### src/rtl/reg_select_decoder_pkg.sv
// reg_select_decoder_pkg: shared widths, register select codes and output bit indices
package reg_select_decoder_pkg;

    localparam int SEL_WIDTH = 4;
    localparam int OUT_WIDTH = 14;

    localparam logic [SEL_WIDTH-1:0] SEL_NONE    = 4'd0;
    localparam logic [SEL_WIDTH-1:0] SEL_IR      = 4'd1;
    localparam logic [SEL_WIDTH-1:0] SEL_MAR     = 4'd2;
    localparam logic [SEL_WIDTH-1:0] SEL_MDR     = 4'd3;
    localparam logic [SEL_WIDTH-1:0] SEL_PC      = 4'd4;
    localparam logic [SEL_WIDTH-1:0] SEL_AC      = 4'd5;
    localparam logic [SEL_WIDTH-1:0] SEL_T       = 4'd6;
    localparam logic [SEL_WIDTH-1:0] SEL_CENTERP = 4'd7;
    localparam logic [SEL_WIDTH-1:0] SEL_L       = 4'd8;
    localparam logic [SEL_WIDTH-1:0] SEL_J       = 4'd9;
    localparam logic [SEL_WIDTH-1:0] SEL_X       = 4'd10;
    localparam logic [SEL_WIDTH-1:0] SEL_COUNT   = 4'd11;
    localparam logic [SEL_WIDTH-1:0] SEL_K       = 4'd12;
    localparam logic [SEL_WIDTH-1:0] SEL_W       = 4'd13;
    localparam logic [SEL_WIDTH-1:0] SEL_H       = 4'd14;

    localparam int BIT_IR      = 0;
    localparam int BIT_MAR     = 1;
    localparam int BIT_MDR     = 2;
    localparam int BIT_PC      = 3;
    localparam int BIT_AC      = 4;
    localparam int BIT_T       = 5;
    localparam int BIT_CENTERP = 6;
    localparam int BIT_L       = 7;
    localparam int BIT_J       = 8;
    localparam int BIT_X       = 9;
    localparam int BIT_COUNT   = 10;
    localparam int BIT_K       = 11;
    localparam int BIT_W       = 12;
    localparam int BIT_H       = 13;

endpackage

### src/rtl/reg_select_decoder.sv
// reg_select_decoder: registered select code to one-hot register enable decoder
module reg_select_decoder
    import reg_select_decoder_pkg::*;
#(
    parameter int SEL_WIDTH = reg_select_decoder_pkg::SEL_WIDTH,
    parameter int OUT_WIDTH = reg_select_decoder_pkg::OUT_WIDTH
) (
    input  logic [SEL_WIDTH-1:0] sel,
    output logic [OUT_WIDTH-1:0] out,
    output logic                 sel_err,
    input  logic                 clk,
    input  logic                 rst_n
);

    logic [OUT_WIDTH-1:0] dec;
    logic                 err;

    // code k lights bit k-1; code 0 and out-of-range codes light nothing
    always_comb begin
        dec = '0;
        for (int i = 0; i < OUT_WIDTH; i++) dec[i] = (sel == SEL_WIDTH'(i + 1));
        err = 32'(sel) > OUT_WIDTH;
    end

    // outputs are registered so no combinational path exists from sel
    always_ff @(posedge clk) begin
        if (!rst_n) begin
            out     <= '0;
            sel_err <= 1'b0;
        end else begin
            out     <= dec;
            sel_err <= err;
        end
    end

endmodule

### config.mk
export PLATFORM = sky130hd
export DESIGN_NAME = reg_select_decoder
export DESIGN_NICKNAME = d
export VERILOG_FILES = /design/src/rtl/reg_select_decoder_pkg.sv /design/src/rtl/reg_select_decoder.sv
export SDC_FILE = /design/constraint.sdc
export NUM_CORES = 1
export LEC_CHECK = 0
export CAP_MARGIN = 20
export CORE_UTILIZATION = 30
export CTS_CLUSTER_SIZE = 14
export DETAILED_ROUTE_END_ITERATION = 10
export PLACE_DENSITY_LB_ADDON = 0.08
export SLEW_MARGIN = 5
export SYNTH_ARGS = -nofsm -noshare
export SYNTH_HDL_FRONTEND = slang
export SYNTH_SLANG_ARGS = --single-unit
### constraint.sdc
create_clock -name clk -period 0.9 [get_ports clk]
set_clock_uncertainty 0.05 [all_clocks]
set_input_delay 0.18 -clock clk [delete_from_list [all_inputs] [get_ports clk]]
set_output_delay 0.18 -clock clk [all_outputs]
set_load 0.1 [all_outputs]
==> run metrics, run 1 <==
post-synth top area share=0.741; end-of-flow core utilization=0.724; #FFs+latches synth=15; Yosys top cell by area=dfxtp_1; diode count=0; overflow left after global routing=0; Leakage=between 0.3 and 0.4 nW; Syn Inst Count=37; WP buf/inv=1; max incr delay on CP=~0.35 ns; RSZ-0062 raised after global routing=true; sequential share of the synthesized area=0.741; Pre-antenna DRT Iters=2; Worst Hold Endpoint=out[3]; syn_area_per_cell=11.0 µm²; Antenna Nets Post-Route=0; WL final=between 800 and 900 µm; crit path cell chain=buf_12; Vias/cell=between 4 and 5; status=finished with violations; clock root buffer=clkbuf_4; Critical Path RT=around 0.67 ns; failing checks=negative setup slack; maximum fanout along the worst path=1; NumNets Final=72; Worst-path clk slew=0.08 ns; I/O pin total=21; CTS tree=built; vias=approximately 350; vias in the first global route=between 300 and 400; Hold Path Origin=sel[1]; setup violators final=15; Die Span Y=a little under 40 µm; YS warnings=0; Max transition margin=0.849; Critical Path End Type=output pin; Fmax=slightly below 1000 MHz; core area=1190 µm²; clock sink total=15; Cell Pwr Density=about 1500 nW/µm²; Syn Nets=43; WS Path Type=flop to output pin; period utilization=1.15; H-tree lvl count=1; DP HPWL=around 700 µm; first-pass GRT wire length=1390 µm; Synth area leaders=dfxtp_1 74%, nor2_1 11%, nor3_1 3.7%; Crit path max-delay family=flip-flops; critical path's slowest cell=dfxtp_2; Initial DRC Count=5; initial antenna violation count=0; final worst slack=-0.132 ns; Layout area overhead=112%; layout cell share with drive strength beyond 1=0.615; chip width=38.8 µm; WL per Instance=between 10 and 15 µm; Post-CTS Setup Inserts=0; GP Congestion=about 0.75; Arr. time, crit path=~0.8 ns; Post-Place Worst Slack=-0.400 ns; Worst Hold Class=primary input to flop; netlist area before placement=just over 400 µm²; number of instances in the placed design=75; PortBufs=20; clock buffer depth=2; Hold Path Cell Cnt=2; Starting Density=0.342; worst vdd ir=between 0.8 and 0.9 mV; fin. max-slew vios=0; Hold Vio Cnt, Final=0; count of cell types in the netlist=8; Inserted Clock Buffers=3; CP Launch Type=flop; min cycle time layout=between 1 and 1.5 ns; Least-Margin Pin Slew=roughly 0.23 ns; largest net degree at the start of global routing=9; final hold slack=0.154 ns; Max Cap Viol=0; final std cells w/o fill=between 70 and 80; total power=roughly 1.2 mW; row count=12; Die ar.=about 1500 µm²; Total GRT Usage=0.143; DRC errors left=0
==> state kept, by name (all words and copies together), names as in the netlist <==
register  cells
out          14
sel_err       1
==> cell usage after synthesis <==
cell and count:
nor3_1 3, dfxtp_1 15, or3b_1 1, nand2b_1 2
nor2_1 12, nand2_1 1, nand3_1 1, nand3b_1 2
==> how the worst max path moves through the flow <==
stage                start     end  slack, ns  depth (start not counted)
global placement    sel[2]  out[2]      -0.34                          3
CTS                 out[1]  out[1]      -0.13                          1
global route        out[1]  out[1]      -0.17                          1
detailed placement  sel[2]  out[1]      -0.40                          3
floorplan           out[0]  out[0]       0.04                          0
finish              out[1]  out[1]      -0.13                          1
==> routing by layer <==
layer | up-vias | wire [µm] | track usage | part of all wire
met5 | - | 0 | 0 | 0
met4 | 0 | 0 | 0.0776 | 0
met3 | 0 | 56 | 0.0347 | 0.067
met2 | 14 | 453 | 0.229 | 0.54
met1 | 157 | 326 | 0.172 | 0.39
li1 | 178 | - | - | -
==> final cells by class <==
cell class                 count  area, µm²
clock buffer                   4       26.3
sequential                    15        319
fill                          87        328
multi-input combinational     22        118
tap                           14       17.5
timing repair buffer          24        378
==> repair_timing <==
item / 4_1_cts / 5_1_grt
pin swaps: 2 / 0
setup endpoints to repair: 26 / 18
resized for setup: 7 / 1
hold buffers: 0 / 0
==> cell families (layout without fill, tap and decap cells) <==
kind of cell / Yosys count / after routing / share of synthesized area
buffers and inverters: 0 / 28 / 0
DFF: 15 / 15 / 0.741
and+or+nand+nor: 22 / 22 / 0.259
==> cell usage in the layout, fill, tap and decap left out <==
| cell type | n |
|---|---|
| nand2_1 | 1 |
| nand3_1 | 1 |
| buf_4 | 4 |
| clkbuf_1 | 1 |
| nor2_1 | 12 |
| or3b_4 | 1 |
| nand3b_1 | 2 |
| buf_12 | 15 |
| nand2b_2 | 1 |
| nand2b_4 | 1 |
| dlygate4sd2_1 | 4 |
| dfxtp_2 | 15 |
| nor3_1 | 3 |
| dlymetal6s2s_1 | 1 |
| clkbuf_4 | 3 |
==> metrics by stage <==
step / area [µm²] / setup TNS, ns
2_1_floorplan: 424 / 0
3_3_place_gp: 822 / -4.13
3_5_place_dp: 822 / -4.74
4_1_cts: 856 / -1.86
5_1_grt: 858 / -2.32
6_report: 858 / -1.77
==> where the power goes <==
| group | switching (mW) | internal (mW) |
|---|---|---|
| combinational | 0.121 | 0.0793 |
| sequential | 0.00879 | 0.676 |
| clock | 0.188 | 0.172 |
No activity file was read; power rests on OpenSTA's default activity.
==> run 2, diff against run 1 <==
--- a/config.mk
+++ b/config.mk
@@ -5,11 +5,11 @@
 export SDC_FILE = /design/constraint.sdc
 export NUM_CORES = 1
 export LEC_CHECK = 0
-export CAP_MARGIN = 20
 export CORE_UTILIZATION = 30
 export CTS_CLUSTER_SIZE = 14
 export DETAILED_ROUTE_END_ITERATION = 10
 export PLACE_DENSITY_LB_ADDON = 0.08
+export SKIP_LAST_GASP = 1
 export SLEW_MARGIN = 5
 export SYNTH_ARGS = -nofsm -noshare
 export SYNTH_HDL_FRONTEND = slang
==> results of run 2 <==
Same layout as run 1: the final DEF is identical, and so are final timing and power.
==> run 3, diff against run 2 <==
--- a/config.mk
+++ b/config.mk
@@ -8,6 +8,7 @@
 export CORE_UTILIZATION = 30
 export CTS_CLUSTER_SIZE = 14
 export DETAILED_ROUTE_END_ITERATION = 10
+export GPL_TIMING_DRIVEN = 0
 export PLACE_DENSITY_LB_ADDON = 0.08
 export SKIP_LAST_GASP = 1
 export SLEW_MARGIN = 5
==> run 3 against run 2 <==
Net effect: via count is the same; critical endpoint is now out[6]; total power shrank 0.90%; sequential share of layout area up 1.3 points; largest cell class unchanged; the run still ends with negative setup slack left.
==> run metrics, run 3 (synthesis gave the netlist of run 1 again) <==
Layout area overhead=104%; M3 GR Usage=0.0347 (unchanged); Critical Path End Type=output pin; total power=1.23 mW (-0.90%); Reg with most FFs=out; fin. max-slew vios=0 (unchanged); clock sink total=15 (unchanged); Inserted Clock Buffers=3 (unchanged); H-tree lvl count=1 (unchanged); crit path cell chain=buf_12; Total GRT Usage=0.146 (+0.00310); vias=349 (unchanged); failing checks=negative setup slack; Post-Place Worst Slack=-0.761 ns (-0.361 ns); Critical Path RT=0.67 ns (about the same); layout cell share with drive strength beyond 1=0.590 (-0.0252); Antenna Nets Post-Route=0 (unchanged); final std cells w/o fill=75 (-5.1%); met1 global-route usage=0.142 (-0.0302); Top Registers=out: 14 flops, sel_err: 1 flops; RSZ-0062 raised after global routing=true; worst vdd ir=0.957 mV (+8.4%); DP HPWL=631 µm (-12%); Leakage=0.339 nW (-5.3%); WL final=921 µm (+10%); Largest register FFs=14 (unchanged); CP Launch Type=flop; Worst Hold Class=primary input to flop; first-pass GRT wire length=1390 µm (unchanged); final worst slack=-0.128 ns (+0.00386 ns); Arr. time, crit path=0.80 ns (about the same); Max transition margin=0.811 (-0.0387); clock root buffer=clkbuf_4; WS Path Type=flop to output pin; setup violators final=15 (unchanged); Fmax=973 MHz (+0.38%); WP buf/inv=1 (unchanged); diode count=0 (unchanged); maximum fanout along the worst path=1 (unchanged); Max Cap Viol=0 (unchanged); Fill cells=79 (-9.2%); Hold Vio Cnt, Final=0 (unchanged); PortBufs=20 (unchanged); row count=12 (unchanged); cts hold-fix bufs=0 (unchanged); DRC errors left=0 (unchanged); Starting Density=0.342 (unchanged); period utilization=1.14 (-0.00429); Pre-antenna DRT Iters=4 (+2); Hold Path Origin=sel[0]; GR Util met2=0.258 (+0.0292); Cell Pwr Density=1490 nW/µm² (+2.7%); Vias/cell=4.65 (+5.3%); Crit path max-delay family=flip-flops; overflow left after global routing=0 (unchanged); NumNets Final=68 (-5.6%); I/O pin total=21 (unchanged); chip width=38.8 µm (unchanged); Initial DRC Count=8 (+3); Worst-path clk slew=0.08 ns (about the same); critical path's slowest cell=dfxtp_2; initial antenna violation count=0 (unchanged); Least-Margin Pin Slew=0.284 ns (+0.0580 ns); largest net degree at the start of global routing=9 (unchanged); Die Span Y=38.8 µm (unchanged); min cycle time layout=1.03 ns (-0.00386 ns); vias in the first global route=335 (+4.7%); WL per Instance=12.3 µm (+16%); status=finished with violations; clock buffer depth=2 (unchanged); CTS tree=built; GRT busiest layer=met2; core area=1190 µm² (unchanged); Die ar.=1500 µm² (unchanged); most frequent cells in the layout=15 x dfxtp_2, 15 x buf_12, 12 x nor2_1; GP Congestion=0.759 (+1.3%); crit path from=out[6]; max incr delay on CP=0.35 ns (about the same); number of instances in the placed design=71 (-5.3%)
[run 3: changes by cell type in the layout (fill, tap and decap cells not counted)]
| cell | previous run | this run |
|---|---|---|
| buf_4 | 4 | 0 |
| nand2_1 | 1 | 0 |
| nand2_2 | 0 | 1 |
| nand2b_1 | 0 | 1 |
| nand2b_2 | 1 | 0 |
[run 3: report_power, final]
part	internal, mW	leakage (nW)	switching [mW]
clock network	0.172	0.0150	0.189
logic	0.0682	0.196	0.120
registers	0.676	0.129	0.00926
total	0.916	0.339	0.318
[run 3: through the flow]
| stage | util | instance area (µm²) | TNS (ns) | hold WS (ns) |
|---|---|---|---|---|
| 6_report | 0.698 | 828 | -1.80 | 0.191 |
| 5_1_grt | 0.698 | 828 | -2.33 | 0.206 |
| 4_1_cts | 0.694 | 823 | -1.92 | 0.309 |
| 3_5_place_dp | 0.541 | 642 | -15.78 | 0.821 |
| 3_3_place_gp | 0.541 | 642 | -15.41 | 0.820 |
| 2_1_floorplan | - | 424 | 0 | 0.199 |
[run 3: final cells by class]
| class | count | area, µm² | share of cell area |
|---|---|---|---|
| repair buffers | 20 | 348 | 0.420 |
| clock buffers | 4 | 26.3 | 0.0317 |
| multi-input cells | 22 | 118 | 0.142 |
| well taps | 14 | 17.5 | 0.0211 |
| flip-flops and latches | 15 | 319 | 0.385 |
[run 3: timing repair]
action / CTS / global route
setup endpoints to repair: 24 / 23
resized for setup: 141 / 2
setup buffers: 0 / 0
[run 3: worst paths after layout]
| path | end | slack [ns] | cells past startpoint |
|---|---|---|---|
| max | out[6] | -0.13 | 1 |
| min | out[7] | 0.19 | 2 |
[run 3: metal layers]
layer | vias up | wire length [µm]
li1 | 169 | -
met1 | 160 | 355
met2 | 18 | 501
met3 | 2 | 55
met4 | 0 | 8
met5 | - | 0
